<file path="src/rtl/slave_bus_pkg.sv">
// Shared definitions for the serial burst slave: state encoding, default widths
// and a small state-decode helper.
package slave_bus_pkg;

    localparam int SLV_DATA_W  = 8;
    localparam int SLV_ADDR_W  = 12;
    localparam int SLV_BURST_W = 8;

    typedef enum logic [2:0] {
        ST_IDLE      = 3'd0,
        ST_ADDR      = 3'd1,
        ST_BURST     = 3'd2,
        ST_DATA      = 3'd3,
        ST_COMMIT    = 3'd4,
        ST_READ_WAIT = 3'd5
    } slv_state_e;

    // Only the three serial-capture phases accept bits from the master.
    function automatic logic is_ready_state(input slv_state_e s);
        case (s)
            ST_ADDR, ST_BURST, ST_DATA: return 1'b1;
            default:                    return 1'b0;
        endcase
    endfunction

endpackage

</file>
<file path="src/rtl/serial_shift_rx.sv">
// LSB-first serial field receiver: shift register plus bit counter; done_o marks
// the cycle in which the final bit is accepted, field_o then already includes it.
module serial_shift_rx #(
    parameter int WIDTH = 8
) (
    input  logic             clk,
    input  logic             reset,
    input  logic             clear_i,
    input  logic             shift_i,
    input  logic             bit_i,
    output logic [WIDTH-1:0] field_o,
    output logic             done_o
);

    localparam int CNT_W = (WIDTH > 1) ? $clog2(WIDTH) : 1;

    logic [CNT_W-1:0] cnt_q, cnt_d;
    logic [WIDTH-1:0] data_q, data_d;

    // Next-state for counter and shift register.
    always_comb begin
        cnt_d  = cnt_q;
        data_d = data_q;
        done_o = 1'b0;
        if (clear_i) begin
            cnt_d = '0;
        end else if (shift_i) begin
            // Shifting in at the MSB end leaves the first bit at bit 0 after WIDTH shifts.
            data_d = {bit_i, data_q[WIDTH-1:1]};
            if (cnt_q == CNT_W'(WIDTH - 1)) begin
                cnt_d  = '0;
                done_o = 1'b1;
            end else begin
                cnt_d = cnt_q + CNT_W'(1);
            end
        end else begin
            cnt_d = cnt_q;
        end
    end

    // State registers.
    always_ff @(posedge clk) begin
        if (reset) begin
            cnt_q  <= '0;
            data_q <= '0;
        end else begin
            cnt_q  <= cnt_d;
            data_q <= data_d;
        end
    end

    assign field_o = data_d;

endmodule

</file>
<file path="src/rtl/slave_rx_burst.sv">
// Serial bus slave: receives address, optional burst length and data beats
// bit-serially, then issues write beats or a single read request downstream.
module slave_rx_burst
    import slave_bus_pkg::*;
#(
    parameter int DATA_W  = SLV_DATA_W,
    parameter int ADDR_W  = SLV_ADDR_W,
    parameter int BURST_W = SLV_BURST_W
) (
    input  logic              clk,
    input  logic              reset,
    input  logic              write_enable,
    input  logic              read_enable,
    input  logic              burst_en,
    input  logic              master_valid,
    output logic              slave_ready,
    input  logic              rx_addr,
    input  logic              rx_burst,
    input  logic              rx_data,
    input  logic              mem_busy,
    output logic              wr_valid,
    output logic [ADDR_W-1:0] wr_addr,
    output logic [DATA_W-1:0] wr_data,
    output logic              wr_last,
    output logic              rd_req,
    output logic [ADDR_W-1:0] rd_addr,
    input  logic              rd_done,
    output logic              busy,
    output logic              err
);

    slv_state_e         state_q, state_d;
    logic               write_mode_q, write_mode_d;
    logic               burst_mode_q, burst_mode_d;
    logic [ADDR_W-1:0]  base_q, base_d;
    logic [BURST_W-1:0] beats_q, beats_d;
    logic [BURST_W-1:0] beat_idx_q, beat_idx_d;
    logic [DATA_W-1:0]  beat_data_q, beat_data_d;
    logic [ADDR_W-1:0]  wr_addr_q, wr_addr_d;
    logic [DATA_W-1:0]  wr_data_q, wr_data_d;
    logic [ADDR_W-1:0]  rd_addr_q, rd_addr_d;
    logic               err_q, err_d;

    logic               handshake_s;
    logic               fields_clear_s;
    logic               addr_shift_s, burst_shift_s, data_shift_s;
    logic               addr_done_s, burst_done_s, data_done_s;
    logic [ADDR_W-1:0]  addr_field_s;
    logic [BURST_W-1:0] burst_field_s;
    logic [DATA_W-1:0]  data_field_s;
    logic               abort_s;
    logic               last_beat_s;
    logic [ADDR_W-1:0]  beat_addr_s;
    logic               wr_valid_s;

    assign slave_ready    = is_ready_state(state_q);
    assign handshake_s    = master_valid & slave_ready;
    assign fields_clear_s = (state_q == ST_IDLE);
    assign addr_shift_s   = handshake_s & (state_q == ST_ADDR);
    assign burst_shift_s  = handshake_s & (state_q == ST_BURST);
    assign data_shift_s   = handshake_s & (state_q == ST_DATA);

    serial_shift_rx #(.WIDTH(ADDR_W)) u_addr_rx (
        .clk     (clk),
        .reset   (reset),
        .clear_i (fields_clear_s),
        .shift_i (addr_shift_s),
        .bit_i   (rx_addr),
        .field_o (addr_field_s),
        .done_o  (addr_done_s)
    );

    serial_shift_rx #(.WIDTH(BURST_W)) u_burst_rx (
        .clk     (clk),
        .reset   (reset),
        .clear_i (fields_clear_s),
        .shift_i (burst_shift_s),
        .bit_i   (rx_burst),
        .field_o (burst_field_s),
        .done_o  (burst_done_s)
    );

    serial_shift_rx #(.WIDTH(DATA_W)) u_data_rx (
        .clk     (clk),
        .reset   (reset),
        .clear_i (fields_clear_s),
        .shift_i (data_shift_s),
        .bit_i   (rx_data),
        .field_o (data_field_s),
        .done_o  (data_done_s)
    );

    // Dropping the enable that started the transaction abandons it.
    assign abort_s     = write_mode_q ? ~write_enable : ~read_enable;
    assign last_beat_s = (beat_idx_q == (beats_q - BURST_W'(1)));
    assign beat_addr_s = base_q + ADDR_W'(beat_idx_q);

    // Next-state and transaction bookkeeping.
    always_comb begin
        state_d      = state_q;
        write_mode_d = write_mode_q;
        burst_mode_d = burst_mode_q;
        base_d       = base_q;
        beats_d      = beats_q;
        beat_idx_d   = beat_idx_q;
        beat_data_d  = beat_data_q;
        wr_addr_d    = wr_addr_q;
        wr_data_d    = wr_data_q;
        rd_addr_d    = rd_addr_q;
        err_d        = 1'b0;
        wr_valid_s   = 1'b0;
        case (state_q)
            ST_IDLE: begin
                if (write_enable && read_enable) begin
                    err_d = 1'b1;
                end else if (write_enable) begin
                    state_d      = ST_ADDR;
                    write_mode_d = 1'b1;
                    burst_mode_d = burst_en;
                end else if (read_enable) begin
                    state_d      = ST_ADDR;
                    write_mode_d = 1'b0;
                    burst_mode_d = 1'b0;
                end else begin
                    state_d = ST_IDLE;
                end
            end
            ST_ADDR: begin
                if (abort_s) begin
                    state_d = ST_IDLE;
                    err_d   = 1'b1;
                end else if (addr_done_s) begin
                    base_d = addr_field_s;
                    if (!write_mode_q) begin
                        state_d   = ST_READ_WAIT;
                        rd_addr_d = addr_field_s;
                    end else if (burst_mode_q) begin
                        state_d = ST_BURST;
                    end else begin
                        state_d    = ST_DATA;
                        beats_d    = BURST_W'(1);
                        beat_idx_d = '0;
                    end
                end else begin
                    state_d = ST_ADDR;
                end
            end
            ST_BURST: begin
                if (abort_s) begin
                    state_d = ST_IDLE;
                    err_d   = 1'b1;
                end else if (burst_done_s) begin
                    state_d    = ST_DATA;
                    beats_d    = (burst_field_s == '0) ? BURST_W'(1) : burst_field_s;
                    beat_idx_d = '0;
                end else begin
                    state_d = ST_BURST;
                end
            end
            ST_DATA: begin
                if (abort_s) begin
                    state_d = ST_IDLE;
                    err_d   = 1'b1;
                end else if (data_done_s) begin
                    state_d     = ST_COMMIT;
                    beat_data_d = data_field_s;
                end else begin
                    state_d = ST_DATA;
                end
            end
            ST_COMMIT: begin
                if (abort_s) begin
                    state_d = ST_IDLE;
                    err_d   = 1'b1;
                end else if (!mem_busy) begin
                    wr_valid_s = 1'b1;
                    wr_addr_d  = beat_addr_s;
                    wr_data_d  = beat_data_q;
                    if (last_beat_s) begin
                        state_d = ST_IDLE;
                    end else begin
                        state_d    = ST_DATA;
                        beat_idx_d = beat_idx_q + BURST_W'(1);
                    end
                end else begin
                    state_d = ST_COMMIT;
                end
            end
            ST_READ_WAIT: begin
                if (!read_enable) begin
                    state_d = ST_IDLE;
                    err_d   = 1'b1;
                end else if (rd_done) begin
                    state_d = ST_IDLE;
                end else begin
                    state_d = ST_READ_WAIT;
                end
            end
            default: begin
                state_d = ST_IDLE;
            end
        endcase
    end

    // State and datapath registers.
    always_ff @(posedge clk) begin
        if (reset) begin
            state_q      <= ST_IDLE;
            write_mode_q <= 1'b0;
            burst_mode_q <= 1'b0;
            base_q       <= '0;
            beats_q      <= '0;
            beat_idx_q   <= '0;
            beat_data_q  <= '0;
            wr_addr_q    <= '0;
            wr_data_q    <= '0;
            rd_addr_q    <= '0;
            err_q        <= 1'b0;
        end else begin
            state_q      <= state_d;
            write_mode_q <= write_mode_d;
            burst_mode_q <= burst_mode_d;
            base_q       <= base_d;
            beats_q      <= beats_d;
            beat_idx_q   <= beat_idx_d;
            beat_data_q  <= beat_data_d;
            wr_addr_q    <= wr_addr_d;
            wr_data_q    <= wr_data_d;
            rd_addr_q    <= rd_addr_d;
            err_q        <= err_d;
        end
    end

    // The write port shows the live beat in its valid cycle and the last beat otherwise.
    assign wr_valid = wr_valid_s;
    assign wr_addr  = wr_valid_s ? beat_addr_s : wr_addr_q;
    assign wr_data  = wr_valid_s ? beat_data_q : wr_data_q;
    assign wr_last  = wr_valid_s & last_beat_s;
    assign rd_req   = (state_q == ST_READ_WAIT);
    assign rd_addr  = rd_addr_q;
    assign busy     = (state_q != ST_IDLE);
    assign err      = err_q;

endmodule

</file>
<file path="config.mk">
export PLATFORM = sky130hd
export DESIGN_NAME = slave_rx_burst
export DESIGN_NICKNAME = d
export VERILOG_FILES = /design/src/rtl/slave_bus_pkg.sv /design/src/rtl/serial_shift_rx.sv /design/src/rtl/slave_rx_burst.sv
export SDC_FILE = /design/constraint.sdc
export NUM_CORES = 1
export LEC_CHECK = 0
export BUFFER_PORTS_ARGS = -buffer_cell sky130_fd_sc_hd__buf_2
export CAP_MARGIN = 20
export CELL_PAD_IN_SITES_DETAIL_PLACEMENT = 1
export CELL_PAD_IN_SITES_GLOBAL_PLACEMENT = 1
export CORE_AREA = 4 4 133 135
export CTS_CLUSTER_SIZE = 16
export DETAILED_ROUTE_END_ITERATION = 8
export DIE_AREA = 0 0 137 139
export HOLD_SLACK_MARGIN = 0.08
export PLACE_DENSITY_LB_ADDON = 0.1
export SETUP_SLACK_MARGIN = 0.2
export SLEW_MARGIN = 15
export SYNTH_ARGS = -nofsm -noshare
export SYNTH_HDL_FRONTEND = slang
export SYNTH_HIERARCHICAL = 1
export SYNTH_SLANG_ARGS = --single-unit
</file>
<file path="constraint.sdc">
create_clock -name clk -period 3.5 [get_ports clk]
set_input_delay 0.525 -clock clk [delete_from_list [all_inputs] [get_ports clk]]
set_output_delay 0.525 -clock clk [all_outputs]
set_load 0.005 [all_outputs]
</file>
======== Word level (Yosys, flattened, before mapping) ========
Cells that the tools add are included.
Widths: inputs -> output; s select.
storage, ports and cells
  output and inout bits ................... 38
  flip-flop bits (word level) ............. 112
  word-level logic and storage cells ...... 137
operators by class
  equal/unequal tests ..................... 19
  muxes and demuxes ....................... 67
  $add $sub $neg .......................... 6
  reductions and logical operators ........ 17
  bitwise logic cells ..................... 11
operators by type and width
  operator             count
  $mux 8               21
  $mux 12              3
  $mux 3               12
  $mux 1               24
  $pmux 8 s3           1
  $ne 2x2->1 const B   10
  $pmux 3 s6           1
  $pmux 8 s2           1
  $add 12x8->12        1
  $eq 3x3->1 const B   4
  $reduce_and 3->1     4
  $reduce_and 10->1    1
  $add 8x1->8 const B  1
  $eq 8x8->1           1
  $logic_not 8->1      1
  $sub 8x1->8 const B  1
  $reduce_and 7->1     1
  $add 3x1->3 const B  2
  $eq 3x2->1 const B   2
  $not 1->1            6
  $reduce_bool 3->1    2
  $and 1x1->1          5
  $add 4x1->4 const B  1
  $eq 4x4->1 const B   1
  other kinds (11)     13

======== Depth between registers and ports, before layout ========
  word-level depth ........................ 12
  mapped depth ............................ 11

======== Modules after synthesis ========
Netlist, hierarchy kept.
modules (own cells, without submodules)
  module                            cells an instance  sequential area each (sq um)  area each (sq um)  instances
  slave_rx_burst                    449                1481.4                        3831.2             1
  serial_shift_rx (u_burst_rx ...)  41                 220.2                         571.8              2
  serial_shift_rx (u_addr_rx)       59                 320.3                         704.4              1

======== Least setup slack after synthesis ========
OpenSTA, ideal clock, no wires.
  kind .................................... flip-flop to flip-flop
  from .................................... register state_q[0]
  to ...................................... register rd_addr_q[10] (netlist: rd_addr[10])
  arrival ................................. 2995 ps
  stages on the path, launching flop included .. 8
  period minus slack after synthesis ...... 3122 ps
  path slack .............................. 378 ps
  cells stage by stage .................... dfxtp_1 clkbuf_1 nor3_1 nor2_1 nand4b_1 clkbuf_1 mux2i_1 nor2_1
on the way
  elaborated cells on any way between the ends .. 13
  classes of those cells .................. 3 x eq/ne; 5 x mux; 2 x bitwise; 3 x reduce/logical
RTL lines
  item                        RTL line               text
  from (decl)                 slave_rx_burst.sv:32   slv_state_e state_q, state_d;
  from (signal assigned)      slave_rx_burst.sv:220  state_q <= state_d;
  $logic_not 3->1             slave_rx_burst.sv:58   assign fields_clear_s = (state_q == ST_IDLE);
  via fields_clear_s          slave_rx_burst.sv:45   logic fields_clear_s;
  $mux 1                      serial_shift_rx.sv:25  if (clear_i) begin
  via addr_done_s             slave_rx_burst.sv:47   logic addr_done_s, burst_done_s, data_done_s;
  $reduce_and 4->1 (no line)  --
  to (signal assigned)        slave_rx_burst.sv:229  rd_addr_q <= rd_addr_d;
  to (decl)                   slave_rx_burst.sv:41   logic [ADDR_W-1:0] rd_addr_q, rd_addr_d;
The timed path passes the listed nets, and every way through them passes these cells.
A chain may end at the register's enable or synchronous reset.

======== Worst setup path after layout ========
  from .................................... register beat_idx_q[0]
  to ...................................... output wr_addr[10]
on the way
  longest elaborated chain between the ends .. 2
ends and longest elaborated chain
  item                    RTL line               text
  from (decl)             slave_rx_burst.sv:37   logic [BURST_W-1:0] beat_idx_q, beat_idx_d;
  from (signal assigned)  slave_rx_burst.sv:225  beat_idx_q <= beat_idx_d;
  $add 12x8->12           slave_rx_burst.sv:96   assign beat_addr_s = base_q + ADDR_W'(beat_idx_q);
  $mux 12                 slave_rx_burst.sv:236  assign wr_addr = wr_valid_s ? beat_addr_s : wr_addr_q;
  to (decl)               slave_rx_burst.sv:22   output logic [ADDR_W-1:0] wr_addr,
No other way between the ends.

==> summary.md <==
The flow ran to the end, and the final reports show no timing, DRC or antenna violations. The kind of end point of the critical path was an output pin. The run gives 9870 um as the post-DP HPWL. The startpoint identified for the worst register-to-register timing path is state_q[1].

The critical-path maximum fanout is 5, and the number of buffers on the longest clock path is 2. Number of antenna violations at the first check in global routing: 0. Sequential cell area: 2250 sq um. The path with the worst hold slack has its endpoint at wr_data_q[5]. The residual overflow from global routing was 0; the power after layout was 2.41 mW. Deepest level of the CTS H-tree: 3. The number of hold violations in the final report is 0, and the top cell type's share of synthesized area is 0.395. The final count of pins violating max slew came out at 0. The total CTS buffers was 9. In the final layout, the multi-input gates occupy 3240 sq um. The kind of critical path was reg -> out. For the final database, setup skew stands at 8.13 ps. The run gives 6 as the number of warning messages in the yosys log. For the worst-case headroom to the max-slew limit, the log shows 0.431.

The width of the chip came out at 137 um. The reported max-cap violation count was 0; the clock transition at the register clock pins on the worst setup and hold paths after CTS was 80 ps. The share of power burned in registers is 0.532, and the average instance area after synthesis is 9.63 sq um. At the worst endpoint, the required time is 2970 ps. The root buffer cell chosen for the clock tree is sky130_fd_sc_hd__clkbuf_16. After floorplanning, the core was divided into 47 placement rows. The tools report the total core area as 16500 sq um. The worst hold path passes through 2 cells. The tools report the capturing point of the worst reg2reg path as beat_idx_q[1].

Of all cell types, the one taking the most synthesized area is sky130_fd_sc_hd__dfxtp_1. For this design the ratio of total power to cell area is 373 nW/um^2. The logs give 1900 for the total of fill cells in the finished design and 4165 for the via total after detailed routing. The analysis attributes to net switching a power of 0.599 mW. In this run, synthesis inferred 0 flip-flops with an integrated enable.

The cell count after synthesis came out at 590. Broken down by cell family, the worst path's largest delay share belongs to compound AO/OA/AOI/OAI gates. The logs give 22000 um for the wire length of the first global-routing pass and 13300 um for the post-detailed-routing wire length. The clock power share was 0.428.

The antenna diode instance count is 0. Traced cell by cell, the critical path runs through ha_1 -> inv_1 -> fa_2 -> nor2b_1 -> o21ai_0 -> a21oi_2 -> o21ai_2 -> a2111oi_4 -> xnor2_2 -> a21oi_2 -> buf_2. The cell that appears most often on the critical path is sky130_fd_sc_hd__a21oi_2.

Slowest stage cell on the critical path: sky130_fd_sc_hd__dfxtp_4. In this design, the stage delay of the slowest critical-path cell is 380 ps. Before antenna repair, the detailed router went through 4 iterations. The cell area after technology mapping came out at 5680 sq um. Sorting the synthesized cells by area gives the leading types as sky130_fd_sc_hd__dfxtp_1, sky130_fd_sc_hd__mux2i_1, sky130_fd_sc_hd__mux2_4.

The logs give 0.395 for the fraction of the yosys area taken by sequential cells and 0 for the final routed DRC violation total. The count of input and output buffers came out at 48. Measured along the y axis, the die boundary spans 139 um.

OpenSTA, run right after detailed placement, puts the worst setup slack at 476 ps. Entering global routing, the biggest net connects 73 pins. Setup slack on the worst reg-to-reg path comes out at 780 ps.

TritonCTS built the clock tree. The count of clock tree sinks was 112; the signed area change from the synthesized netlist to the final layout was 13.7%. For this design the top-level I/O count stands at 49.

The tools report the starting density of the core as 0.345. In this run the most critical hold path is launched from wr_data_q[5]. The logs give 0.144 for the overall routing resource usage and 2590 ps for the arrival time reported for the critical path endpoint.

Synthesis produced a netlist with a net count of 619. The worst reg-to-reg path cell count was 6; the setup total negative slack was 0 ps. The final layout contains 660 nets. In the synthesized netlist the dominant register cell turns out to be sky130_fd_sc_hd__dfxtp_1.

The worst setup path is launched from a register. The remaining antenna violation count is 0, and the average wire length per cell after detail routing is 15.5 um. The run gives 149 as the violation count after the first detailed-route iteration. Ranked by instance count, the synthesized netlist is headed by sky130_fd_sc_hd__dfxtp_1, sky130_fd_sc_hd__nor2_1, sky130_fd_sc_hd__nand2_1. The via count of the first global-routing pass came out at 4341.

The slew of the pin with the lowest slew margin is 847 ps. The critical path contains buffers and inverters numbering 2 combined. The proportion of register bits with asynchronous set or reset after synthesis works out to 0. VDD sags by at most 0.000284 V.

The share of cells above drive strength 1 was 0.230. The internal power of the cells totals 1.81 mW. The most frequent cell after synthesis was sky130_fd_sc_hd__dfxtp_1. The setup slack of the critical path after layout was 381 ps; the switching power as a share of total power was 0.249. At the end of routability-driven placement, the weighted congestion stood at 0.776.

The leakage power summed over all cells was 2.76 nW. Setup violations remaining at the end of the flow were counted as 0. The final clock period utilization by the worst path is 0.891. The floorplan step defined a die boundary enclosing 19000 sq um. Static timing analysis puts the maximum clock frequency at 0.321 GHz. The worst hold path belongs to the class reg -> reg.

Setup repair after global routing left no endpoint under its margin. The share of total power in combinational logic was 0.040; the flip-flop and latch count after synthesis was 112. Using the TritonRoute via totals, the vias-per-cell ratio works out to 4.87. The tools report the clock latency on the worst-skew pair as 350 ps. The synthesized netlist contains 63 unique library cells. Subtracting the final worst setup slack from the clock period gives 3120 ps.
## layout make-up
type,instances,share of cell area
inverter,19,0.0110
clock buffer,9,0.0349
clock inverter,7,0.00988
timing repair buffer,59,0.0523
sequential,112,0.348
tap,220,0.0426
multi-input combinational,430,0.501
## worst min-delay path, stage by stage (launching register included)
cell and delay (ps):
sky130_fd_sc_hd__dfxtp_1 300, sky130_fd_sc_hd__nand2_1 60, sky130_fd_sc_hd__a21oi_1 60
## power groups by stage
stage / clock network, mW / logic, mW / registers [mW]
2_1_floorplan: 0 / 0.0640 / 1.31
3_3_place_gp: 0 / 0.0948 / 1.31
3_5_place_dp: 0 / 0.0967 / 1.31
4_1_cts: 1.07 / 0.0970 / 1.28
5_1_grt: 1.13 / 0.107 / 1.28
6_report: 1.03 / 0.0965 / 1.28
## routing by layer
metal | GRT usage | up-vias | share of wire | wire length [um]
met5 | 0 | - | 0 | 0
met4 | 0.0515 | 0 | 0.019 | 253
met3 | 0.0232 | 15 | 0.022 | 292
met2 | 0.223 | 48 | 0.45 | 6010
met1 | 0.202 | 1998 | 0.51 | 6700
li1 | - | 2104 | - | -
## worst max-delay path by stage
stage,slack (ps),depth (start not counted),to,from
finish,380,11,wr_addr[10],beat_idx_q[0]
global route,200,11,wr_addr[10],beat_idx_q[0]
CTS,230,11,wr_addr[10],beat_idx_q[0]
detailed placement,480,11,wr_addr[10],beat_idx_q[0]
global placement,530,11,wr_addr[10],beat_idx_q[0]
floorplan,380,7,rd_addr[10],state_q[0]
## registers in the layout (all words and copies together), names as in the netlist
name               cells
base_q                12
beat_data_q            8
beat_idx_q             8
beats_q                8
burst_mode_q           1
err                    1
rd_addr               12
state_q                3
u_addr_rx/cnt_q        4
u_addr_rx/data_q      12
u_burst_rx/cnt_q       3
u_burst_rx/data_q      8
u_data_rx/cnt_q        3
u_data_rx/data_q       8
wr_addr_q             12
wr_data_q              8
write_mode_q           1
## layout by cell type, fill, tap and decap left out, types with 3 or more instances in the layout
master                        n
sky130_fd_sc_hd__mux2_4      23
sky130_fd_sc_hd__nor2b_4     21
sky130_fd_sc_hd__xnor2_1     17
sky130_fd_sc_hd__nor2b_1     21
sky130_fd_sc_hd__and2_1       5
sky130_fd_sc_hd__a31oi_1      3
sky130_fd_sc_hd__nor3b_1      7
sky130_fd_sc_hd__a21oi_1     23
sky130_fd_sc_hd__o21ai_0     16
sky130_fd_sc_hd__ha_1        17
sky130_fd_sc_hd__clkbuf_16    9
sky130_fd_sc_hd__buf_2       47
sky130_fd_sc_hd__nor3_1      17
sky130_fd_sc_hd__nand2_1     58
sky130_fd_sc_hd__mux2_2       6
sky130_fd_sc_hd__mux2i_1     42
sky130_fd_sc_hd__nand3_1      9
sky130_fd_sc_hd__buf_4       11
sky130_fd_sc_hd__a211oi_1     7
sky130_fd_sc_hd__dfxtp_1    110
sky130_fd_sc_hd__xor2_1       8
sky130_fd_sc_hd__nand4b_1     3
sky130_fd_sc_hd__and3_1       6
sky130_fd_sc_hd__inv_1       18
sky130_fd_sc_hd__inv_8        3
sky130_fd_sc_hd__a22oi_1      7
sky130_fd_sc_hd__nor2_1      68
## stage by stage
step           cells  hold slack, ps  utilization  area [sq um]
5_1_grt          856             483        0.392          6460
3_3_place_gp     838             452        0.371          6100
3_5_place_dp     838             460        0.371          6100
2_1_floorplan    590             440            -          5680
6_report         856             472        0.392          6460
4_1_cts          855             460        0.389          6410
## cells by family (layout without fill, tap and decap cells)
kind of cell	count (synthesis)	count (layout)	synth area share
AOI/OAI and AO/OA	84	84	0.105
and+or+nand+nor	230	230	0.226
xor gates and xnor gates	26	26	0.0401
muxes	72	72	0.149
buffers and inverters	48	94	0.0441
adders and majority gates	18	18	0.0410
DFF	112	112	0.395
## timing repair
action,CTS,global route
setup endpoints to repair,2,8
pin swaps,4,4
gates resized for setup,4,7
hold buffers,0,0
hold endpoints to repair,0,0
setup buffers,1,1
Note: power is estimated with default switching activity, not from simulation.
